$ cat config.mk
export PLATFORM = sky130hd
export DESIGN_NAME = acondicionador_botones
export DESIGN_NICKNAME = d
export VERILOG_FILES = /design/src/rtl/acondicionador_botones.sv
export SDC_FILE = /design/constraint.sdc
export NUM_CORES = 1
export LEC_CHECK = 0
export BUFFER_PORTS_ARGS = -buffer_cell sky130_fd_sc_hd__buf_2
export CORE_ASPECT_RATIO = 1.1
export CORE_UTILIZATION = 56
export CTS_BUF_LIST = sky130_fd_sc_hd__clkbuf_8 sky130_fd_sc_hd__clkbuf_16
export DETAILED_ROUTE_END_ITERATION = 12
export GPL_TIMING_DRIVEN = 0
export PLACE_DENSITY = 0.76
export SYNTH_ARGS = -nofsm -noshare
export SYNTH_HDL_FRONTEND = slang
export SYNTH_SLANG_ARGS = --single-unit
$ cat constraint.sdc
create_clock -name clk -period 3.5 [get_ports clk]
set_input_delay 0.525 -clock clk [delete_from_list [all_inputs] [get_ports clk]]
set_output_delay 0.525 -clock clk [all_outputs]
set_load 0.005 [all_outputs]
$ cat src/rtl/acondicionador_botones.sv
// Button front-end: pin polarity normalisation, 2-flop sync and debounce per channel,
// then press pulses (Energia/Medicina), long-press pulse (Reset) and long-press toggle (Test).
module acondicionador_botones #(
   parameter int DEBOUNCE_CYC   = 4,
   parameter int HOLD_RESET_CYC = 20,
   parameter int HOLD_TEST_CYC  = 10,
   parameter bit BTN_ACTIVE_LOW = 1'b1
) (
   input  logic       clk,
   input  logic       rst_n,
   input  logic       btn_test,
   input  logic       btn_reset,
   input  logic       btn_energia,
   input  logic       btn_medicina,
   output logic       Bot_Test,
   output logic       Bot_Reset,
   output logic       Bot_Energia,
   output logic       Bot_Medicina,
   output logic [3:0] Estado_Botones
);
   localparam int DW = $clog2(DEBOUNCE_CYC) + 1;
   localparam int RW = $clog2(HOLD_RESET_CYC + 1);
   localparam int TW = $clog2(HOLD_TEST_CYC + 1);
   localparam logic [DW-1:0] DB_LAST  = DW'(DEBOUNCE_CYC - 1);
   localparam logic [RW-1:0] RST_LAST = RW'(HOLD_RESET_CYC - 1);
   localparam logic [RW-1:0] RST_SAT  = RW'(HOLD_RESET_CYC);
   localparam logic [TW-1:0] TST_LAST = TW'(HOLD_TEST_CYC - 1);
   localparam logic [TW-1:0] TST_SAT  = TW'(HOLD_TEST_CYC);

   // Channel order everywhere: [3]=test, [2]=reset, [1]=energia, [0]=medicina.
   logic [3:0]    w_raw;
   logic [3:0]    w_pressed;
   logic [3:0]    r_sync1;
   logic [3:0]    r_sync2;
   logic [3:0]    r_stable;
   logic [3:0]    r_stable_d;
   logic [DW-1:0] r_db_cnt [4];
   logic          r_bot_energia;
   logic          r_bot_medicina;
   logic [RW-1:0] r_hold_rst;
   logic          r_fired_rst;
   logic          r_bot_reset;
   logic [TW-1:0] r_hold_tst;
   logic          r_fired_tst;
   logic          r_bot_test;

   assign w_raw     = {btn_test, btn_reset, btn_energia, btn_medicina};
   assign w_pressed = BTN_ACTIVE_LOW ? ~w_raw : w_raw;

   always_ff @(posedge clk or negedge rst_n) begin
      if (!rst_n) begin
         r_sync1 <= '0;
         r_sync2 <= '0;
      end else begin
         r_sync1 <= w_pressed;
         r_sync2 <= r_sync1;
      end
   end

   always_ff @(posedge clk or negedge rst_n) begin
      if (!rst_n) begin
         r_stable <= '0;
         for (int i = 0; i < 4; i++) r_db_cnt[i] <= '0;
      end else begin
         for (int i = 0; i < 4; i++) begin
            if (r_sync2[i] == r_stable[i]) begin
               r_db_cnt[i] <= '0;
            end else if (r_db_cnt[i] == DB_LAST) begin
               r_stable[i] <= r_sync2[i];
               r_db_cnt[i] <= '0;
            end else begin
               r_db_cnt[i] <= r_db_cnt[i] + DW'(1);
            end
         end
      end
   end

   always_ff @(posedge clk or negedge rst_n) begin
      if (!rst_n) begin
         r_stable_d     <= '0;
         r_bot_energia  <= 1'b0;
         r_bot_medicina <= 1'b0;
      end else begin
         r_stable_d     <= r_stable;
         r_bot_energia  <= r_stable[1] & ~r_stable_d[1];
         r_bot_medicina <= r_stable[0] & ~r_stable_d[0];
      end
   end

   // The event fires on the edge where the counter reaches the hold length; the fired
   // flag keeps a saturated counter from firing again until the button is released.
   always_ff @(posedge clk or negedge rst_n) begin
      if (!rst_n) begin
         r_hold_rst  <= '0;
         r_fired_rst <= 1'b0;
         r_bot_reset <= 1'b0;
      end else if (!r_stable[2]) begin
         r_hold_rst  <= '0;
         r_fired_rst <= 1'b0;
         r_bot_reset <= 1'b0;
      end else begin
         r_bot_reset <= 1'b0;
         if (r_hold_rst != RST_SAT) r_hold_rst <= r_hold_rst + RW'(1);
         if (r_hold_rst == RST_LAST && !r_fired_rst) begin
            r_fired_rst <= 1'b1;
            r_bot_reset <= 1'b1;
         end
      end
   end

   always_ff @(posedge clk or negedge rst_n) begin
      if (!rst_n) begin
         r_hold_tst  <= '0;
         r_fired_tst <= 1'b0;
         r_bot_test  <= 1'b0;
      end else if (!r_stable[3]) begin
         r_hold_tst  <= '0;
         r_fired_tst <= 1'b0;
      end else begin
         if (r_hold_tst != TST_SAT) r_hold_tst <= r_hold_tst + TW'(1);
         if (r_hold_tst == TST_LAST && !r_fired_tst) begin
            r_fired_tst <= 1'b1;
            r_bot_test  <= ~r_bot_test;
         end
      end
   end

   assign Bot_Test       = r_bot_test;
   assign Bot_Reset      = r_bot_reset;
   assign Bot_Energia    = r_bot_energia;
   assign Bot_Medicina   = r_bot_medicina;
   assign Estado_Botones = r_stable;

endmodule

==> flow_metrics.py <==
metrics = {
    "run_status": {
        "status": "complete, no violations",
    },
    "die": {
        "io-pin-count": 14,
        "placementRows": 20,
        "start_util_pct": 59.1,
        "core_area_um2": 2750,
        "die_h_um": 58.5,
        "die_x_um": 53.4,
        "die_area_um2": 3130,
    },
    "flow_run": {
        "max-cap-violations": 0,
    },
    "route": {
        "wirelength_mm": 2.24,
        "ant_nets": 0,
        "vias": 879,
        "via_per_inst": 5.11,
        "wire_per_inst_um": 13.0,
        "drcViolationCount": 0,
        "drtIter0Drc": 9,
        "dr.pass1.iters": 4,
    },
    "final_layout": {
        "layout_commonest_cell": "dfrtp_1",
        "fin_area_um2": 1850,
        "fin_nets": 153,
        "area_growth_pct": 13.9,
        "insertedDiodeCount": 0,
        "final_cell_mix": "41 x dfrtp_1, 13 x buf_2, 11 x xnor2_1",
        "nFillCells": 215,
        "layout-drive-gt1-share_pct": 22.3,
        "multi_input_area_um2": 563,
        "seq_area_um2": 1030,
    },
    "power": {
        "cell_internal_pwr_uw": 990,
        "pwr-share-clk_pct": 28.2,
        "switchingPower_uw": 384,
        "power_frac_seq_pct": 48.9,
        "switching_share_pct": 27.9,
        "comb_power_share_pct": 22.8,
        "irDropWorstVdd_v": 0.000498,
        "power.leakage_uw": 0.000931,
        "powerDensity_nw_per_um2": 741,
    },
    "timing": {
        "slew_headroom_pct": 42.3,
        "grt_setup_unrepaired": "no",
        "clock.fmax_mhz": 674,
        "skew_ps": 2.00,
        "setup_slack_ps": 2020,
        "fin_crit_ps": 1480,
        "tns_ps": 0,
        "hold_violations": 0,
        "fin_crit_sh_pct": 42.4,
        "worst_pin_slew_ps": 866,
        "setup-violations-final": 0,
        "holdWs_ps": 350,
        "drv_slew": 0,
    },
    "placement": {
        "place_ws_ps": 2220,
        "placed_area_um2": 1730,
        "io_buffers": 13,
        "dp_hpwl_mm": 1.53,
        "place_congestion": 0.671,
    },
    "worst_setup_path": {
        "critical_path.top_delay_family": "flip-flops",
        "reg2regPathDepth": 5,
        "crit_buf_inv": 1,
        "crit_path_start_kind": "flip-flop",
        "crit_path_end_kind": "output port",
        "timing.rr.end": "r_hold_rst[0]",
        "r2r_slack_ps": 2200,
        "cp_slowest_stage_delay_ps": 500,
        "crit_chain": "buf_2",
        "cp_max_fo": 10,
        "critPathRequiredTime_ps": 2970,
        "critical_path_class": "flip-flop to output port",
        "arrival_ps": 960,
        "slowest_stage": "dfrtp_1",
        "reg2reg_from": "r_hold_rst[0]",
    },
    "logic_synthesis": {
        "yosys_warnings": 0,
        "ys_types": 25,
        "synth-seq-area-share_pct": 63.0,
        "avgSynthCellArea_um2": 13.8,
        "syn_inst": 118,
        "ys_seq_elements": 41,
        "syn_nets": 133,
        "netlist_area_um2": 1630,
    },
    "clocking": {
        "clock_latency_ps": 280,
        "hold_buffers": 0,
        "cts_tree": "yes",
        "cts-resized-gates": 0,
        "cts_setup_buffers": 0,
        "path_clk_slew_ps": 80,
        "cts_buffer_depth": 2,
        "cts_buffers": 5,
        "root_buffer": "clkbuf_8",
        "htree_levels": 2,
        "cts.sinks": 41,
    },
    "global_route": {
        "grt.total_usage_pct": 17.2,
        "gr-total-overflow": 0,
        "grt_pass1_wl_mm": 3.75,
        "antenna_found_initial": 0,
        "grt_pass1_vias": 916,
        "grt_start_max_net_pins": 42,
    },
    "hold_path": {
        "worstHoldPathType": "input pin to async pin",
    },
}
## cells in the mapped netlist
library cell	number	area [um^2]
nor3b_1	8	60.1
nand4bb_1	1	11.3
nor3b_2	1	12.5
nor2b_1	6	37.5
nand2_1	2	7.51
and2_1	2	12.5
mux2i_1	1	10.0
nand4b_2	1	15.0
o211a_1	1	10.0
xnor2_1	11	96.3
and3_2	1	7.51
mux2_2	4	45.0
inv_1	9	33.8
dfrtp_1	41	1030
ha_1	9	113
nand3b_1	3	22.5
and3b_1	1	8.76
nand3_1	3	15.0
a21boi_0	3	22.5
o21a_1	1	7.51
and2_2	2	15.0
nor3_1	4	20.0
clkbuf_2	1	5.00
and2b_1	1	7.51
nand2b_1	1	6.26
## kinds of logic (layout without fill, tap and decap cells)
group	count (synthesis)	count (layout)	synth area share, %
flops	41	41	63.0
simple gates	37	37	15.9
xor+xnor	11	11	5.92
buf+inv	10	31	2.38
fa+ha+maj	9	9	6.92
compound gates	5	5	2.46
mux	5	5	3.38
## stage by stage
stage	util (%)	instances	power, uW
6_report	67.4	172	1370
5_1_grt	67.4	172	1470
4_1_cts	67.4	172	1390
3_3_place_gp	63.0	164	967
2_1_floorplan	-	118	890
3_5_place_dp	63.0	164	997
## layer usage
metal / up-vias / wire [um] / GRT usage [%]
li1: 432 / - / -
met1: 427 / 966 / 17.6
met2: 18 / 1150 / 31.4
met3: 2 / 98 / 5.68
met4: 0 / 17 / 6.77
met5: - / 0 / 0
## state kept, by name, summed over array words and instances (netlist names)
name and count:
Bot_Energia 1, r_db_cnt 12, Bot_Test 1, r_fired_tst 1, Bot_Reset 1, r_sync2 4, r_fired_rst 1, r_hold_rst 5
r_hold_tst 4, Bot_Medicina 1, r_sync1 4, Estado_Botones 4, r_stable_d 2
## power groups by stage
stage	registers [uW]	clock network (uW)	logic, uW
after global routing	689	416	367
after floorplan	666	0	224
after CTS	674	396	324
after global placement	672	0	295
final	672	388	313
after detailed placement	682	0	315
## worst max path at each step
| stage | start | to | slack, ps | cells after the start |
|---|---|---|---|---|
| after floorplan | r_hold_rst[0] | r_hold_rst[0] | 2320 | 5 |
| after global placement | rst_n | r_hold_rst[1] | 2260 | 1 |
| after detailed placement | r_db_cnt[6] | Estado_Botones[1] | 2220 | 3 |
| after CTS | Estado_Botones[2] | Estado_Botones[2] | 2000 | 1 |
| after global routing | Estado_Botones[2] | Estado_Botones[2] | 1960 | 1 |
| final | Estado_Botones[2] | Estado_Botones[2] | 2020 | 1 |
## area by class of cell
type	instances	share of cell area, %
flip-flops and latches	41	55.3
multi-input cells	67	30.4
plain buffers	1	0.270
clock inverters	2	2.02
well taps	33	2.23
inverters	9	1.82
repair buffers	13	3.51
clock buffers	6	4.45
Power figures use the tool's default switching activity.
